==> config.mk <==
export PLATFORM = sky130hd
export DESIGN_NAME = byte_rr_arbiter
export DESIGN_NICKNAME = d
export VERILOG_FILES = /design/src/rtl/byte_rr_arbiter.sv
export SDC_FILE = /design/constraint.sdc
export NUM_CORES = 1
export LEC_CHECK = 0
export CAP_MARGIN = 10
export CORE_MARGIN = 4
export CORE_UTILIZATION = 60
export DETAILED_ROUTE_END_ITERATION = 12
export DONT_BUFFER_PORTS = 1
export GPL_TIMING_DRIVEN = 0
export PLACE_DENSITY_LB_ADDON = 0.1
export SLEW_MARGIN = 20
export SYNTH_ARGS = -nofsm -noshare
export SYNTH_HDL_FRONTEND = slang
export SYNTH_SLANG_ARGS = --single-unit
==> constraint.sdc <==
create_clock -name clk -period 3.3 [get_ports clk]
set_input_delay 0.99 -clock clk [delete_from_list [all_inputs] [get_ports clk]]
set_output_delay 0.99 -clock clk [all_outputs]
set_load 0.02 [all_outputs]
==> src/rtl/byte_rr_arbiter.sv <==
// Four-requester round-robin byte arbiter with a registered output stage.
// Optional burst mode (macro ARB_BURST_EN) lets a granted requester keep priority for BURST_LEN beats.
module byte_rr_arbiter #(
  parameter int unsigned WIDTH     = 8,
  parameter int unsigned BURST_LEN = 4
) (
  input  logic             clk,
  input  logic             reset,
  input  logic [WIDTH-1:0] in_0,
  input  logic [WIDTH-1:0] in_1,
  input  logic [WIDTH-1:0] in_2,
  input  logic [WIDTH-1:0] in_3,
  input  logic [3:0]       valid_in,
  output logic [3:0]       gnt,
  input  logic             out_ready,
  output logic [WIDTH-1:0] out,
  output logic             valid_out,
  output logic [1:0]       src_id
);

  if (BURST_LEN == 0) begin : g_bad_burst_len
    $error("BURST_LEN must be at least 1");
  end

  logic [1:0]       ptr_q, ptr_d;
  logic [WIDTH-1:0] out_q, out_d;
  logic             valid_q, valid_d;
  logic [1:0]       src_q, src_d;

  logic             sel_found;
  logic [1:0]       sel_idx;
  logic [1:0]       cand;
  logic [WIDTH-1:0] sel_data;
  logic             xfer;

  // First valid requester at or after ptr; depends only on inputs and ptr_q.
  always_comb begin
    sel_found = 1'b0;
    sel_idx   = ptr_q;
    cand      = ptr_q;
    for (int k = 0; k < 4; k++) begin
      cand = ptr_q + 2'(k);
      if (!sel_found && valid_in[cand]) begin
        sel_found = 1'b1;
        sel_idx   = cand;
      end
    end
  end

  always_comb begin
    gnt = 4'b0000;
    if (reset && out_ready && sel_found) begin
      gnt = 4'b0001 << sel_idx;
    end
  end

  assign xfer = |gnt;

  always_comb begin
    unique case (sel_idx)
      2'd0:    sel_data = in_0;
      2'd1:    sel_data = in_1;
      2'd2:    sel_data = in_2;
      default: sel_data = in_3;
    endcase
  end

  always_comb begin
    out_d   = out_q;
    valid_d = valid_q;
    src_d   = src_q;
    if (out_ready) begin
      if (xfer) begin
        out_d   = sel_data;
        valid_d = 1'b1;
        src_d   = sel_idx;
      end else begin
        out_d   = '0;
        valid_d = 1'b0;
        src_d   = 2'd0;
      end
    end
  end

`ifdef ARB_BURST_EN
  localparam int unsigned CntW = $clog2(BURST_LEN + 1);

  logic [CntW-1:0] burst_q, burst_d;
  logic [CntW-1:0] cnt_inc;

  // A winner other than the pointer holder starts a fresh burst.
  always_comb begin
    ptr_d   = ptr_q;
    burst_d = burst_q;
    cnt_inc = burst_q;
    if (xfer) begin
      if (sel_idx == ptr_q) begin
        cnt_inc = burst_q + CntW'(1);
      end else begin
        cnt_inc = CntW'(1);
      end
      if (cnt_inc == CntW'(BURST_LEN)) begin
        ptr_d   = sel_idx + 2'd1;
        burst_d = '0;
      end else begin
        ptr_d   = sel_idx;
        burst_d = cnt_inc;
      end
    end
  end

  always_ff @(posedge clk or negedge reset) begin
    if (!reset) begin
      burst_q <= '0;
    end else begin
      burst_q <= burst_d;
    end
  end
`else
  always_comb begin
    ptr_d = ptr_q;
    if (xfer) begin
      ptr_d = sel_idx + 2'd1;
    end
  end
`endif

  always_ff @(posedge clk or negedge reset) begin
    if (!reset) begin
      ptr_q   <= 2'd0;
      out_q   <= '0;
      valid_q <= 1'b0;
      src_q   <= 2'd0;
    end else begin
      ptr_q   <= ptr_d;
      out_q   <= out_d;
      valid_q <= valid_d;
      src_q   <= src_d;
    end
  end

  assign out       = out_q;
  assign valid_out = valid_q;
  assign src_id    = src_q;

endmodule
## Yosys cells after proc, flatten, opt, wreduce, memory -nomap -nowiden

Cells that the tools add are included.

- Register bits: 13
- Logic and storage cells: 45
- Output and inout port bits: 15

- Muxes and demuxes: 20
- Reductions and logical operators: 10
- Shift-type cells: 1
- Order comparisons: 4
- $add $sub $neg: 4
- Equality and inequality tests: 2

Operators with widths:

| operator | number |
|---|---|
| one-hot mux 8 bit (3 select lines) | 1 |
| < comparator 2 x 3 -> 1 bit (second input constant) | 4 |
| two-way mux 1 bit | 9 |
| binary-select mux 1 bit (select 2 bit) | 4 |
| two-way mux 2 bit | 4 |
| two-way mux 8 bit | 1 |
| logical AND 1 bit | 5 |
| adder 2 x 1 -> 2 bit (second input constant) | 2 |
| adder 2 bit (second input constant) | 2 |
| two-way mux 4 bit | 1 |
| OR reduction 4 bit | 1 |
| << shifter 1 x 2 -> 4 bit (first input constant) | 1 |
| logical NOT 1 bit | 3 |
| equality test 2 x 1 -> 1 bit (second input constant) | 1 |
| equality test 2 bit (second input constant) | 1 |
| logical NOT 2 bit | 1 |

## Depth between registers and ports, before layout

Gate-level depths: netlist (run 1).

- Depth after elaboration: 16
- Gate-level depth with buffers: 10
- Depth with buffers taken out: 9

## Worst setup path after synthesis (run 1)

OpenSTA, ideal clock, no wires.

- Kind: input port to output port
- Start: in valid_in[0]
- End: out gnt[0]
- Data required time: 2.310 ns
- Path slack: 0.024 ns
- Arrival time: 2.286 ns
- Stages on the path: 6
- Path buffers: 1
- Cells stage by stage: nor2b_1 > a21oi_1 > o221ai_1 > ha_1 > clkbuf_1 > and2_1

- Cells in the longest elaborated chain, start to end: 14

RTL lines:

| element | RTL line | RTL |
|---|---|---|
| from (decl) | 13 | `input logic [3:0] valid_in,` |
| binary-select mux 1 bit (select 2 bit) | 43 | `if (!sel_found && valid_in[cand]) begin` |
| two-way mux 1 bit (not written as such) | 43 |  |
| two-way mux 1 bit | 43 |  |
| logical NOT 1 bit | 43 |  |
| logical AND 1 bit | 43 |  |
| two-way mux 1 bit | 43 |  |
| logical NOT 1 bit | 43 |  |
| logical AND 1 bit | 43 |  |
| two-way mux 1 bit | 43 |  |
| logical NOT 1 bit | 43 |  |
| logical AND 1 bit | 43 |  |
| two-way mux 2 bit / two-way mux 1 bit (equally long branches) | 43 |  |
| << shifter 1 x 2 -> 4 bit / logical AND 1 bit (equally long branches) | 53, 52 |  |
| two-way mux 4 bit * | 52 | `if (reset && out_ready && sel_found) begin` |
| to (decl) | 14 | `output logic [3:0] gnt,` |

Mark *: on every way between the ends. The rest lies on a longest branch, timed or not. The select of a mux whose other input is x is not followed.

## Worst setup path after layout (run 1)

- Start: in valid_in[3]
- End: out gnt[1]

Same word-level chain as after synthesis.

==> flow_summary.toml, run 1 <==
[synth]
synthCells = 97
syn-cell-area_sq_um = 861
syn_nets = 141
syn_area_per_cell_sq_um = 8.87
ys_seq_elements = 13
ys_warn_count = 0
ys_types = 24
seq_area_frac_synth_pct = 37.8

[detailed_routing]
routed_wirelength_mm = 1.96
ant_nets = 0
dr.pass1.iters = 5
routed-via-count = 748
post-route-drc-count = 0
vias_per_cell = 6.39
drtIter0Drc = 31
wl_per_cell_microns = 16.7

[placed_design]
portBuffers = 0
dp_slack_ns = -0.206
hpwl_mm = 1.57
placed_cells = 112
place_congestion = 0.695

[sta]
tightest_slew_ns = 0.434
min_period_ns = 3.24
fin_worst_skew_ns = 0.00469
drv_slew = 0
maxSlewHeadroom_pct = 71.1
hold_viol_final = 0
setup_ws_ns = 0.0582
finalCritPeriodShare_pct = 98.2
setup_viol = 0
max_freq_mhz = 308

[run_status]
status = "finished, final reports clean"

[layout]
area_growth_syn_to_layout_pct = 7.56
layout-drive-gt1-share_pct = 14.7
layout_common_cells = "13 x inv_1, 13 x dfrtp_1, 10 x a21oi_1, 10 x o22ai_1, 9 x nor2_1"
diodes = 0
layout.cells.non_filler = 117
final_nets = 147

[global_route]
antenna_found_initial = 0
grt_pass1_wl_mm = 2.96
overflow = 0
grt_use_total_pct = 19.4
grt_max_degree = 15
grt_pass1_vias = 728

[power_and_ir_drop]
comb_power_share_pct = 49.3
switchingPower_uw = 372
p_sw_share_pct = 46.0
vdd_drop_max_mv = 0.476
p_int_uw = 437
seq_power_share_pct = 38.9
powerDensity_nw_per_um2 = 874
cellLeakagePower_uw = 0.000401
power.total_uw = 809
power_frac_clock_pct = 11.8

[worst_setup_path]
path_buf_inv = 1
critical_path.slowest_cell = "o31a_1"
slowest_delay_ns = 0.27
worstSetupPathType = "in -> out"
crit_path_cell_trace = "nand2b_1 -> a21boi_0 -> o31a_1 -> ha_1 -> buf_2 -> and2_1"
required_ns = 2.31
r2r_cells = 8
cp.depth = 6
cp-end-kind = "output pin"
critical-path-top-delay-family = "compound AO/OA/AOI/OAI gates"
cp.arrival_ns = 2.25
start_kind = "input port"
cp_max_fo = 10

[die]
dieWidth_microns = 45.9
fp.dieH_microns = 45.9
coreArea_sq_um = 1330
rows = 13
io-pin-count = 54
start_util_pct = 64.5
die_area_sq_um = 2100

[clock_tree]
root_buffer = "clkbuf_4"
cts_buffer_depth = 2
clkLatencyLatePin_ns = 0.27
cts_buffers = 3
cts_tree = "done"
cts.reportedPaths.clkPinSlew_ns = 0.08
ctsHtreeMaxLevel = 1
cts_sinks = 13

[min_path]
hold_class = "in -> async"

[flow_run]
drv_cap = 0
-- power groups by stage --
stage | Clock [uW] | Sequential [uW] | Combinational [uW]
final | 95.3 | 315 | 399
after global routing | 105 | 323 | 451
after CTS | 98.8 | 316 | 383
after detailed placement | 0 | 318 | 377
after global placement | 0 | 316 | 366
after floorplan | 0 | 305 | 313
-- routing by layer --
layer | wire length, microns | global-route usage [%] | vias to the layer above
met3 | 244 | 8.30 | 0
li1 | - | - | 365
met1 | 731 | 22.2 | 341
met4 | 0 | 1.70 | 0
met5 | 0 | 0 | -
met2 | 983 | 34.3 | 42
-- timing repair --
| item | 4_1_cts | 5_1_grt |
|---|---|---|
| setup buffers | 0 | 2 |
| setup endpoints to repair | 2 | 2 |
| hold buffers | 0 | 0 |
| pin swaps | 0 | 1 |
| gates resized for setup | 1 | 2 |
-- final cells by class --
type / count / area (sq um)
flip-flops and latches: 13 / 325
plain buffers: 6 / 31.3
inverters: 14 / 52.6
multi-input cells: 63 / 457
fillers: 109 / 408
clock buffers: 4 / 26.3
well taps: 15 / 18.8
repair buffers: 2 / 15.0
-- cell families (layout without fill, tap and decap cells) --
family | Yosys count | after routing | synth area share, %
compound gates | 35 | 35 | 30.2
fa+ha+maj | 5 | 5 | 7.27
buf+inv | 21 | 26 | 10.2
flops | 13 | 13 | 37.8
mux | 2 | 2 | 2.62
simple gates | 21 | 21 | 11.9
-- cells in the mapped netlist --
cell | number | area [sq um]
inv_1 | 14 | 52.6
dfrtp_1 | 13 | 325
a21oi_1 | 10 | 50.1
o22ai_1 | 10 | 62.6
nor2_1 | 9 | 33.8
a222oi_1 | 8 | 80.1
ha_1 | 5 | 62.6
and2_1 | 4 | 25.0
clkbuf_1 | 4 | 15.0
buf_4 | 2 | 15.0
mux2_2 | 2 | 22.5
nand2_1 | 2 | 7.51
nor2b_1 | 2 | 12.5
o21ai_1 | 2 | 10.0
a21boi_0 | 1 | 7.51
buf_2 | 1 | 5.00
nand2b_1 | 1 | 6.26
nor2_2 | 1 | 6.26
nor3_1 | 1 | 5.00
nor4_1 | 1 | 6.26
o21ai_0 | 1 | 5.00
o221ai_1 | 1 | 8.76
o31a_1 | 1 | 8.76
o41ai_4 | 1 | 27.5
-- final timing paths --
path | start | to | slack, ns
hold reg to reg | ptr_q[0]$_DFFE_PN0P_ | ptr_q[0]$_DFFE_PN0P_ | 0.60
hold / removal | reset | out[6]$_DFFE_PN0P_ | 0.40
setup reg to reg | ptr_q[1]$_DFFE_PN0P_ | ptr_q[0]$_DFFE_PN0P_ | 0.94
min in group clk | ptr_q[0]$_DFFE_PN0P_ | ptr_q[0]$_DFFE_PN0P_ | 0.60
setup / recovery | valid_in[3] | gnt[1] | 0.06
max in group asynchronous | reset | valid_out$_DFFE_PN0P_ | 2.82
-- registers in the layout, summed over array words and instances, names as in the netlist --
register / cells
valid_out: 1
out: 8
ptr_q: 2
src_id: 2
-- per-stage QoR --
stage	util (%)	TNS, ns	hold slack [ns]	cell area, sq um
after CTS	68.1	0	0.396	908
after global placement	65.9	-0.210	0.554	880
after detailed placement	65.9	-0.329	0.575	880
after global routing	69.4	-0.0235	0.385	926
after floorplan	-	0	0.520	861
final	69.4	0	0.402	926
-- worst register-to-register path, delay by kind of cell, from the launching register on --
family / cells / cell delay, ns
buf+inv: 2 / 0.28
mux: 1 / 0.38
flops: 1 / 0.44
compound gates: 3 / 0.89
fa+ha+maj: 1 / 0.18
simple gates: 1 / 0.07
(Power assumes the default switching activity.)
==> inputs of run 2 (changes only) <==
--- a/config.mk
+++ b/config.mk
@@ -6,8 +6,10 @@
 export NUM_CORES = 1
 export LEC_CHECK = 0
 export CAP_MARGIN = 10
+export CELL_PAD_IN_SITES_DETAIL_PLACEMENT = 1
+export CELL_PAD_IN_SITES_GLOBAL_PLACEMENT = 1
 export CORE_MARGIN = 4
-export CORE_UTILIZATION = 60
+export CORE_UTILIZATION = 41
 export DETAILED_ROUTE_END_ITERATION = 12
 export DONT_BUFFER_PORTS = 1
 export GPL_TIMING_DRIVEN = 0
==> run 2 against run 1 <==
Sequential power is essentially flat. Flip-flop and latch count stayed put. Non-clock buffer count fell by 1. Largest cell class unchanged.
==> flow_summary.toml, run 2 (synthesized netlist as in run 1, its figures left out) <==
[detailed_routing]
vias_per_cell = 5.93
post-route-drc-count = 0
dr.pass1.iters = 4
routed_wirelength_mm = 2.39
routed-via-count = 759
drtIter0Drc = 25
wl_per_cell_microns = 18.7
ant_nets = 0

[layout]
multi_input_area_sq_um = 460
largest_reg_flops = 8
layout_commonest_cell = "inv_1"
area_growth_syn_to_layout_pct = 8.87
layout-drive-gt1-share_pct = 14.9
seq_area_sq_um = 325
layout.cells.non_filler = 128
layout_common_cells = "14 x inv_1, 13 x dfrtp_1, 10 x a21oi_1, 10 x o22ai_1, 9 x nor2_1"
diodes = 0
fill_cells = 225
final_nets = 146

[sta]
finalCritPeriodShare_pct = 97.7
rsz0062_at_grt = "no"
setup_ws_ns = 0.0743
max_freq_mhz = 310
drv_slew = 0
setup_viol = 0
min_period_ns = 3.23
maxSlewHeadroom_pct = 69.9
hold_ws_ns = 0.393
fin_setup_tns_ns = 0
fin_worst_skew_ns = 0.00753
tightest_slew_ns = 0.452
hold_viol_final = 0

[worst_setup_path]
start_kind = "input port"
cp-end-kind = "output pin"
cp.arrival_ns = 2.24
cp_max_fo = 10
endpoint = "gnt[1]"
crit_start = "valid_in[0]"
required_ns = 2.31
critical_path.slowest_cell = "o221ai_2"
slowest_delay_ns = 0.29
r2r-end = "ptr_q[1]$_DFFE_PN0P_"
r2r_cells = 8
worstSetupPathType = "in -> out"
r2r_slack_ns = 0.97
r2r_start = "ptr_q[1]$_DFFE_PN0P_"
crit_path_cell_trace = "nor2b_2 -> a21oi_1 -> o221ai_2 -> inv_1 -> ha_1 -> buf_2 -> and2_2"

[die]
io-pin-count = 54
fp.dieH_microns = 53.8
rows = 16
start_util_pct = 43.4
die_area_sq_um = 2900
coreArea_sq_um = 1980
dieWidth_microns = 53.8

[clock_tree]
cts_tree = "done"
cts_buffers = 3
cts_hold_buf = 0
ctsHtreeMaxLevel = 1
root_buffer = "clkbuf_4"
cts.reportedPaths.clkPinSlew_ns = 0.08
cts_sinks = 13
clkLatencyLatePin_ns = 0.28
cts_buffer_depth = 2

[flow_run]
drv_cap = 0

[global_route]
grt_pass1_wl_mm = 3.73
antenna_found_initial = 0
grt_max_degree = 15
grt_use_total_pct = 18.3
grt_pass1_vias = 815
overflow = 0

[power_and_ir_drop]
vdd_drop_max_mv = 0.381
powerDensity_nw_per_um2 = 867
power.total_uw = 813
cellLeakagePower_uw = 0.000399

[run_status]
status = "finished, final reports clean"

[placed_design]
hpwl_mm = 1.88
dp_slack_ns = -0.334
portBuffers = 0
place_congestion = 0.631
placed_cells = 124

[min_path]
hold_class = "in -> async"
==> run 2: worst max-delay path, delay by kind of cell <==
family | cells | cell delay [ns]
adder cells (fa/ha/maj) | 1 | 0.21
AND/OR/NAND/NOR | 2 | 0.37
AO/OA/AOI/OAI | 2 | 0.35
buffers and inverters | 2 | 0.32
==> run 2: final cells by class <==
| class | instances | share of cell area [%] |
|---|---|---|
| well taps | 27 | 3.60 |
| repair buffers | 1 | 0.801 |
| clock buffers | 4 | 2.80 |
| flip-flops and latches | 13 | 34.7 |
| plain buffers | 6 | 3.34 |
| inverters | 14 | 5.61 |
| multi-input cells | 63 | 49.1 |
==> run 2: layer usage <==
layer	track usage, %	wire [microns]	vias to the layer above
met1	20.4	917	363
met5	0	0	-
met3	7.48	206	5
met4	6.38	27	0
met2	31.3	1240	31
li1	-	-	360
==> run 2: how the worst min path moves through the flow <==
stage,start,to,slack (ns),depth (start not counted)
4_1_cts,reset,out[4]$_DFFE_PN0P_,0.38,0
6_report,reset,out[1]$_DFFE_PN0P_,0.39,0
5_1_grt,reset,out[5]$_DFFE_PN0P_,0.37,0
2_1_floorplan,ptr_q[0]$_DFFE_PN0P_,ptr_q[0]$_DFFE_PN0P_,0.52,1
3_3_place_gp,ptr_q[0]$_DFFE_PN0P_,ptr_q[0]$_DFFE_PN0P_,0.55,1
3_5_place_dp,ptr_q[0]$_DFFE_PN0P_,ptr_q[0]$_DFFE_PN0P_,0.56,1
==> run 2: what timing repair did <==
| action | 4_1_cts | 5_1_grt |
|---|---|---|
| gates resized for setup | 2 | 2 |
| setup buffers | 0 | 1 |
| endpoints found under the setup margin | 4 | 1 |
| pin swaps | 0 | 1 |
==> run 2: per-stage QoR <==
| step | cell area (sq um) | utilization [%] |
|---|---|---|
| floorplan | 861 | - |
| global placement | 895 | 45.1 |
| detailed placement | 895 | 45.1 |
| CTS | 926 | 46.7 |
| global route | 937 | 47.3 |
| finish | 937 | 47.3 |
==> run 2: power breakdown <==
group / internal [uW] / switching (uW)
sequential: 215 / 102
clock: 46.9 / 52.2
combinational: 169 / 229
